## src/rtl/joy_event_fifo.sv

```systemverilog
// Debounces a joystick button word and queues press/release events in a show-ahead FIFO.
// The consumer pops the event at the FIFO head with a valid/ready handshake.
module joy_event_fifo #(
    parameter int WIDTH      = 12,
    parameter int DB_CYCLES  = 250000,
    parameter int FIFO_DEPTH = 8
) (
    input  logic                          clk,
    input  logic                          RESET,
    input  logic [WIDTH-1:0]              joy_in,
    output logic [WIDTH-1:0]              joy_state,
    output logic                          ev_valid,
    input  logic                          ev_ready,
    output logic [4:0]                    ev_data,
    output logic [$clog2(FIFO_DEPTH):0]   ev_count,
    output logic                          overflow,
    input  logic                          ovf_clr
);

    localparam int CW = $clog2(DB_CYCLES);
    localparam int AW = $clog2(FIFO_DEPTH);
    localparam logic [CW-1:0] CNT_LAST = CW'(DB_CYCLES - 1);
    localparam logic [AW:0]   DEPTH_N  = (AW + 1)'(FIFO_DEPTH);

    logic [WIDTH-1:0] sync1, sync2;
    logic [CW-1:0]    cnt [WIDTH];
    logic [WIDTH-1:0] prev_state;
    logic [WIDTH-1:0] pend_press, pend_rel;
    logic [WIDTH-1:0] clr_press, clr_rel;
    logic             sel_found, sel_press;
    logic [3:0]       sel_idx;
    logic [4:0]       mem [FIFO_DEPTH];
    logic [AW-1:0]    wr_ptr, rd_ptr;
    logic [AW:0]      count;
    logic             full, pop, push, drop;

    always_ff @(posedge clk) begin
        if (!RESET) begin
            sync1 <= '0;
            sync2 <= '0;
        end else begin
            sync1 <= joy_in;
            sync2 <= sync1;
        end
    end

    // A level is accepted only after DB_CYCLES consecutive samples that differ from joy_state.
    always_ff @(posedge clk) begin
        if (!RESET) begin
            joy_state <= '0;
            for (int i = 0; i < WIDTH; i++) cnt[i] <= '0;
        end else begin
            for (int i = 0; i < WIDTH; i++) begin
                if (sync2[i] == joy_state[i]) begin
                    cnt[i] <= '0;
                end else if (cnt[i] == CNT_LAST) begin
                    joy_state[i] <= sync2[i];
                    cnt[i]       <= '0;
                end else begin
                    cnt[i] <= cnt[i] + CW'(1);
                end
            end
        end
    end

    // A fresh edge wins over a same-cycle clear so a change is never lost.
    always_ff @(posedge clk) begin
        if (!RESET) begin
            prev_state <= '0;
            pend_press <= '0;
            pend_rel   <= '0;
        end else begin
            prev_state <= joy_state;
            pend_press <= (pend_press & ~clr_press) | (joy_state & ~prev_state);
            pend_rel   <= (pend_rel & ~clr_rel) | (~joy_state & prev_state);
        end
    end

    // NOTE: every always_comb output gets a default first, so no path can infer a latch.
    always_comb begin
        sel_found = 1'b0;
        sel_press = 1'b0;
        sel_idx   = '0;
        clr_press = '0;
        clr_rel   = '0;
        // Scanning downward leaves the lowest pending index selected.
        for (int i = WIDTH - 1; i >= 0; i--) begin
            if (pend_press[i] || pend_rel[i]) begin
                sel_found = 1'b1;
                sel_press = pend_press[i];
                sel_idx   = 4'(i);
            end
        end
        for (int i = 0; i < WIDTH; i++) begin
            if (sel_found && sel_idx == 4'(i)) begin
                clr_press[i] = sel_press;
                clr_rel[i]   = !sel_press;
            end
        end
    end

    assign full = (count == DEPTH_N);
    assign pop  = ev_valid && ev_ready;
    assign push = sel_found && (!full || pop);
    assign drop = sel_found && full && !pop;

    always_ff @(posedge clk) begin
        if (!RESET) begin
            wr_ptr <= '0;
            rd_ptr <= '0;
            count  <= '0;
        end else begin
            if (push) wr_ptr <= wr_ptr + AW'(1);
            if (pop)  rd_ptr <= rd_ptr + AW'(1);
            case ({push, pop})
                2'b10:   count <= count + (AW + 1)'(1);
                2'b01:   count <= count - (AW + 1)'(1);
                default: count <= count;
            endcase
        end
    end

    // NOTE: the storage array has no reset; entries are only visible through count and rd_ptr.
    always_ff @(posedge clk) begin
        if (push) mem[wr_ptr] <= {sel_press, sel_idx};
    end

    always_ff @(posedge clk) begin
        if (!RESET)       overflow <= 1'b0;
        else if (drop)    overflow <= 1'b1;
        else if (ovf_clr) overflow <= 1'b0;
    end

    assign ev_valid = (count != '0);
    assign ev_data  = ev_valid ? mem[rd_ptr] : 5'd0;
    assign ev_count = count;

endmodule

```

## config.mk

```make
export PLATFORM = sky130hd
export DESIGN_NAME = joy_event_fifo
export DESIGN_NICKNAME = d
export VERILOG_FILES = /design/src/rtl/joy_event_fifo.sv
export SDC_FILE = /design/constraint.sdc
export NUM_CORES = 1
export LEC_CHECK = 0
export BUFFER_PORTS_ARGS = -buffer_cell sky130_fd_sc_hd__buf_4
export CAP_MARGIN = 5
export CELL_PAD_IN_SITES_DETAIL_PLACEMENT = 2
export CELL_PAD_IN_SITES_GLOBAL_PLACEMENT = 2
export CORE_MARGIN = 1
export CORE_UTILIZATION = 25
export CTS_BUF_LIST = sky130_fd_sc_hd__clkbuf_8
export DETAILED_ROUTE_END_ITERATION = 10
export PLACE_DENSITY = 0.49
export REMOVE_ABC_BUFFERS = 1
export SYNTH_ARGS = -nofsm -noshare
export SYNTH_HDL_FRONTEND = slang
export SYNTH_SLANG_ARGS = --single-unit
export TNS_END_PERCENT = 5
```

## constraint.sdc

```tcl
create_clock -name clk -period 4.1 [get_ports clk]
set_input_delay 0.82 -clock clk [delete_from_list [all_inputs] [get_ports clk]]
set_output_delay 0.82 -clock clk [all_outputs]
set_load 0.01 [all_outputs]
```

[Word-level counts from Yosys, hierarchy flattened]
Memory sizes are Yosys's and may differ from the RTL's. A register that Yosys moved wholly into a read port is not among the register bits.
Index checks and enable logic that the tools add are counted.
Storage, ports and cells
  flip-flop bits (word level): 83
  memories kept: 2
  word-level logic and storage cells: 420
  RAM bits: 256
  bits in read-only memories: 0
  output and inout bits: 23
  latch bits: 0
Cells by class
  $add $sub $neg: 16
  equality and inequality tests: 38
  multiply operators: 0
  $lt $le $gt $ge: 0
  mux-type cells: 237
  bitwise operators: 58
  divide/modulo/power cells: 0
  shift operators: 0
  reductions and logical operators: 48
Memories
  cnt: words 12, width 18, read ports 12, clocked after memory_dff 0, write ports 12, line 26  | logic [CW-1:0] cnt [WIDTH];
  mem: words 8, width 5, read ports 1, clocked after memory_dff 1, write ports 1, line 32  | logic [4:0] mem [FIFO_DEPTH];
Operator list (number)
  $mux 18: 36
  $add 18x1->18 const B: 12
  $eq 18x18->1 const B: 12
  $mux 1: 185
  $and 12x12->12: 4
  $mux 4: 12
  $not 12->12: 4
  $or 1x1->1: 36
  $or 12x12->12: 2
  $reduce_and 2->1: 12
  $eq 4x4->1 const B: 5
  $eq 4x3->1 const B: 4
  $logic_and 1x1->1: 16
  $logic_or 1x1->1: 13
  $eq 1x1->1: 12
  $not 1->1: 12
  $eq 4x2->1 const B: 2
  $pmux 4 s2: 1
  $add 3x1->3 const B: 2
  $mux 3: 2
  $mux 5: 1
  $add 4x1->4 const B: 1
  $eq 4x1->1 const B: 1
  $logic_not 4->1: 1
  other kinds (6): 9

[Logic depth before layout (Yosys ltp)]
Gate-level depths: netlist (run 1).
  depth in word-level cells: 19
  gate-level depth with buffers: 9

[Least setup slack after synthesis (run 1)]
No wires, ideal clock.
  path type: reg2reg
  from: reg count[0] (netlist: ev_count[0])
  to: reg count[2] (netlist: ev_count[2])
  data required time: 4.028 ns
  library setup time: 0.072 ns
  clock period less this slack: 2.142 ns
  arrival: 2.070 ns
  stages on the path, launching flop included: 10
  path slack: 1.958 ns
  path through: dfxtp_1 nor4_2 inv_2 nand2_1 nor3_2 xor2_1 ha_1 o2111ai_1 a21boi_1 mux2i_1
On the way
  cells in the longest elaborated chain, start to end: 6
RTL lines
  start: declaration: line 34  | logic [AW:0] count;
  start signal: assignment: line 116  | 2'b10: count <= count + (AW + 1)'(1);
  start signal: assignment: line 117  | 2'b01: count <= count - (AW + 1)'(1);
  start signal: assignment: line 118  | default: count <= count;
  $reduce_bool 4->1 *: line 134  | assign ev_valid = (count != '0);
  net ev_valid: line 12  | output logic ev_valid,
  $logic_and 1x1->1 *: line 103  | assign pop = ev_valid && ev_ready;
  $logic_or 1x1->1: line 104  | assign push = sel_found && (!full || pop);
  $logic_and 1x1->1: line 104
  $eq 2x1->1 or $eq 2x2->1 (tied branches): line 115  | case ({push, pop})
  $pmux 4 s2 or $reduce_bool 2->1 (tied branches)
The timed path passes the listed nets; every way through them passes the cells marked *.
A chain may end at the register's enable or synchronous reset.

==> out/qor.txt, run 1 <==
hold_sp - joy_in[3]
RePlAce Congestion - 0.717
reg2reg start - ev_count[1]
Final setup viols - 0
Routed WL - 39500 µm
DRT iter0 DRCs - 322
status - finished clean
fin util - 30.7%
setup TNS - 0 ns
first-pass GRT wire length - 66200 µm
post-route cell area - 0.0199 mm²
layout cells sized above 1 - 9.15%
Max Fclk - 0.310 GHz
overall routing resource usage - 12.2%
Worst EP required - 3.28 ns
vias in the first global route - 12800
min Tclk post-route - 3.22 ns
RSZ-0062 raised after global routing - false
Worst Hold Class - primary input to register
maximum vdd drop - 0.223 mV
WS Path Type - register to primary output
Die W - 259 µm
Clock Skews - 0.0222 ns
Hold Fails Final Rpt - 0
Overflow after GRT - 0
Via density - 4.30
DRT antenna net count - 0
Critical Path End Type - primary output
Core Area - 0.0648 mm²
maximum buffer depth of the clock tree - 3
total CTS buffers - 70
WP data arrival - 2.40 ns
EDFF count, synth - 256
Root Buffer - clkbuf_8
Seq/Total Area, Yosys - 57.1%
worst-path maximum fanout - 10
Post-DP HPWL - 27700 µm
Placed Area - 0.0185 mm²
Seq cells post-synth - 342
# Post-CTS Setup Buffers - 0
Synth Warn # - 0
largest net degree at the start of global routing - 52
Final WS setup - 0.879 ns
Reg clk slew, reported paths - 0.06 ns
DRC - 0
Vias - 11600
die area - 0.0670 mm²
Nets - 1822
IO Port Bufs - 38
layout overhead on the synthesized area - 20.8%
CTS Hold Bufs - 0
Clock Latency Late Sink - 0.63 ns
Most used DFF post-synth - edfxtp_1
CTS Sinks - 342
cts repair resizes - 0
highest-count cells in the layout ignoring fill and taps - nor2_1, edfxtp_1, conb_1
CTS tree - done
fraction of registers with async set/reset - 0%
fin crit share - 78.6%
Slew headroom - 26.1%
initial antenna violation count - 1
Max-Cap Viols - 0
Avg Cell Area, Syn - 11.1 µm²
Power Density - 384 mW/mm²
commonest non-fill, non-tap cell in the layout - nor2_1
mapped cell area - 0.0165 mm²
# IOs - 39
per-cell routed wire length - 14.6 µm
Slew Limit Fails - 0
chip height - 259 µm
Initial Util - 25.4%
synthesized netlist cell count - 1491
CP startpoint kind - register
Rows - 93
Tightest Pin Transition - 1.10 ns
H-tree levels - 3
first-pass detailed-route iteration total - 4
leak pwr - 7.10 nW
Yosys cell types - 65
DP Worst Slack - 1.34 ns
through the flow:
| step | hold WS (ns) | total power, W | instances |
|---|---|---|---|
| finish | 0.398 | 0.00764 | 2706 |
| CTS | 0.312 | 0.00787 | 2703 |
| floorplan | 0.393 | 0.00413 | 1674 |
| global placement | 0.398 | 0.00423 | 2574 |
| global route | 0.329 | 0.00803 | 2705 |
| detailed placement | 0.407 | 0.00423 | 2574 |
critical path, stage by stage, from the launching register on:
cell	delay, ns
dfxtp_1	0.77
mux4_2	0.61
mux2i_1	0.14
nor2_1	0.07
buf_4	0.18
routing by layer:
| metal | track usage, % | vias up | wire length [µm] |
|---|---|---|---|
| met2 | 20.0 | 100 | 18300 |
| met3 | 2.86 | 80 | 1170 |
| met4 | 4.70 | 0 | 1160 |
| met5 | 0 | - | 0 |
| li1 | - | 5731 | - |
| met1 | 15.6 | 5728 | 18900 |
sequential cells by signal, indices dropped and copies added (netlist names), named ones only:
register	flops
sync2	12
pend_rel	12
joy_state	12
mem	40
pend_press	12
prev_state	12
cnt	216
rd_ptr	3
ev_count	4
wr_ptr	3
sync1	12
overflow	1
synthesized netlist by cell type (4+ instances only):
master     instances  area, µm²
nor4bb_1           4       40.0
mux2i_1           19        190
nand4_1           50        313
o21ai_0           22        110
mux4_2            10        225
and4_1            21        184
xnor2_1           83        727
dfxtp_1           86       1720
buf_2              9       45.0
nand2_1           86        323
ha_1              15        188
o211ai_1           5       37.5
edfxtp_1         256       7690
nand3b_1           8       60.1
nor4b_1           18        158
and2_1            41        257
xor2_1           127       1110
nor3_1            26        130
a21boi_1           4       30.0
a21oi_1           10       50.1
inv_1             31        116
a2111oi_0          5       43.8
nor4_2             5       62.6
clkbuf_1          19       71.3
nand3_1           70        350
nor2b_1           36        225
a31oi_1           17        106
and3_1            17        106
nor4_1            24        150
nor2_1           300       1130
nand2b_1          17        106
worst paths after layout:
| kind | slack (ns) | endpoint | depth (start not counted) |
|---|---|---|---|
| max | 0.88 | ev_data[4] | 4 |
| min | 0.40 | sync1[3] | 2 |
| max reg2reg | 1.37 | ev_count[2] | 9 |
| min reg2reg | 0.41 | pend_press[0] | 1 |
cell families (layout without fill, tap and decap cells):
group | count (synthesis) | count (layout) | synth area share (%)
compound gates | 88 | 88 | 3.65
xor+xnor | 210 | 210 | 11.2
fa+ha+maj | 15 | 15 | 1.14
buf+inv | 66 | 208 | 1.68
flops | 342 | 342 | 57.1
mux | 29 | 29 | 2.52
other cells | 1 | 219 | 0.0227
simple gates | 740 | 740 | 22.7
power by group:
group / switching, W / leakage [nW] / internal, W
Combinational: 0.000133 / 3.02 / 0.0000974
Clock: 0.00160 / 0.785 / 0.00188
Sequential: 0.000111 / 3.30 / 0.00382
Total: 0.00184 / 7.10 / 0.00580
layout make-up:
type                            count  area (µm²)
Clock inverter                     47         228
Fill cell                        7077       44900
Clock buffer                       82        1130
Tap cell                          855        1070
Sequential cell                   342        9410
Antenna cell                        3        7.51
Timing Repair Buffer               45         338
Inverter                           34         128
Multi-Input combinational cell   1298        7600
No activity file was read; power rests on OpenSTA's default activity.
==> inputs of run 2 (changes only) <==
==> constraint.sdc (replaced) <==
create_clock -name clk -period 3.1 [get_ports clk]
set_input_delay 0.62 -clock clk [delete_from_list [all_inputs] [get_ports clk]]
set_output_delay 0.62 -clock clk [all_outputs]
set_load 0.01 [all_outputs]
==> out/qor.txt, run 2 (synthesized netlist as in run 1, its figures left out) <==
min Tclk post-route - 2.73 ns
CP startpoint kind - register
CTS tree - done
Post-DP HPWL - 27900 µm (+0.96%)
number of flip-flops in the largest register - 216 (unchanged)
Initial Util - 25.4% (unchanged)
Slew Limit Fails - 0 (unchanged)
vias in the first global route - 12900 (+0.84%)
Final setup viols - 0 (unchanged)
status - finished clean
overall routing resource usage - 12.4% (+0.20 points)
largest net degree at the start of global routing - 32 (-38%)
die area - 0.0670 mm² (unchanged)
biggest registers after layout - cnt: 216 flops, mem: 40 flops
Clock Skews - 0.0201 ns (-0.00206 ns)
layout overhead on the synthesized area - 22.0%
H-tree levels - 3 (unchanged)
fin crit share - 87.9%
Power Density - 513 mW/mm² (+34%)
total CTS buffers - 72 (+2.9%)
DRT iter0 DRCs - 338 (+5.0%)
Nets - 1839 (+0.93%)
maximum vdd drop - 0.252 mV (+13%)
first-pass detailed-route iteration total - 4 (unchanged)
RePlAce Congestion - 0.705 (-1.7%)
Max-Cap Viols - 0 (unchanged)
CTS Sinks - 342 (unchanged)
commonest non-fill, non-tap cell in the layout - nor2_1
Max Fclk - 0.367 GHz
chip height - 259 µm (unchanged)
Rows - 93 (unchanged)
WS Path Type - register to primary output
first-pass GRT wire length - 67100 µm (+1.4%)
DRT antenna net count - 0 (unchanged)
leak pwr - 7.20 nW (+1.5%)
Worst Hold Class - primary input to register
Biggest register - cnt
Reg clk slew, reported paths - 0.06 ns (about the same)
IO Port Bufs - 38 (unchanged)
Critical Path End Type - primary output
Root Buffer - clkbuf_8
Slew headroom - 29.9% (+3.8 points)
worst-path maximum fanout - 10 (unchanged)
Overflow after GRT - 0 (unchanged)
Die W - 259 µm (unchanged)
# IOs - 39 (unchanged)
Clock Latency Late Sink - 0.63 ns (about the same)
Core Area - 0.0648 mm² (unchanged)
DRC - 0 (unchanged)
highest-count cells in the layout ignoring fill and taps - nor2_1, edfxtp_1, conb_1
initial antenna violation count - 1 (unchanged)
CTS Hold Bufs - 0 (unchanged)
setup TNS - 0 ns (unchanged)
Routed WL - 40300 µm (+2.0%)
per-cell routed wire length - 14.8 µm (+1.4%)
Tightest Pin Transition - 1.04 ns (-0.0544 ns)
WP data arrival - 2.11 ns (-0.29 ns)
cts repair resizes - 1 (+1)
RSZ-0062 raised after global routing - false
# Post-CTS Setup Buffers - 0 (unchanged)
Hold Fails Final Rpt - 0 (unchanged)
Vias - 11800 (+1.0%)
layout cells sized above 1 - 10.3% (+1.1 points)
Worst EP required - 2.48 ns (-0.80 ns)
total power draw - 0.0103 W (+35%)
Via density - 4.32 (+0.41%)
maximum buffer depth of the clock tree - 3 (unchanged)
fin util - 31.0% (+0.31 points)
-- run 2: cell count changes in the layout (fill, tap and decap cells not counted) --
| cell | delta |
|---|---|
| clkinv_2 | -2 |
| buf_4 | +14 |
| dfxtp_1 | -1 |
| clkbuf_8 | +10 |
| inv_1 | -3 |
| diode_2 | -1 |
| buf_12 | +1 |
| bufinv_16 | -1 |
| dfxtp_2 | +1 |
| clkinv_1 | -2 |
-- run 2: area by class of cell --
type | instances | area (µm²)
Clock inverter | 39 | 169
Antenna cell | 2 | 5.00
Fill cell | 7092 | 44700
Tap cell | 855 | 1070
Sequential cell | 342 | 9410
Timing Repair Buffer | 60 | 463
Multi-Input combinational cell | 1298 | 7600
Inverter | 34 | 128
Clock buffer | 92 | 1270
-- run 2: per-layer routing --
metal | routed length [µm] | vias to the layer above | global-route usage [%]
li1 | - | 5760 | -
met4 | 1210 | 0 | 4.54
met2 | 18800 | 111 | 20.8
met3 | 1340 | 81 | 3.00
met5 | 0 | - | 0
met1 | 18900 | 5804 | 15.5
-- run 2: final timing paths --
check                startpoint  cells past startpoint  slack [ns]       endpoint
hold / removal        joy_in[3]                      2        0.21       sync1[3]
setup / recovery       register                      4        0.37     ev_data[0]
hold reg to reg   prev_state[0]                      1        0.41  pend_press[0]
setup reg to reg    pend_rel[3]                      8        0.72    ev_count[2]
-- run 2: report_power, final --
part / total, W / internal (W) / switching, W
combinational: 0.000314 / 0.000135 / 0.000179
clock: 0.00480 / 0.00266 / 0.00214
sequential: 0.00520 / 0.00505 / 0.000148
total: 0.0103 / 0.00785 / 0.00247
-- run 2: metrics by stage --
stage | area [µm²] | hold WS (ns) | worst slack (ns) | cells
6_report | 20100 | 0.213 | 0.375 | 2722
5_1_grt | 20100 | 0.146 | 0.167 | 2721
4_1_cts | 20100 | 0.130 | 0.214 | 2720
3_5_place_dp | 18700 | 0.408 | 0.501 | 2589
3_3_place_gp | 18700 | 0.402 | 0.559 | 2589
2_1_floorplan | 17100 | 0.393 | 0.958 | 1674
-- run 2: critical path, cell delays in order (launching register included) --
cell and delay, ns:
dfxtp_2 0.56, mux4_2 0.57, mux2i_1 0.15, nor2_1 0.06
buf_4 0.14
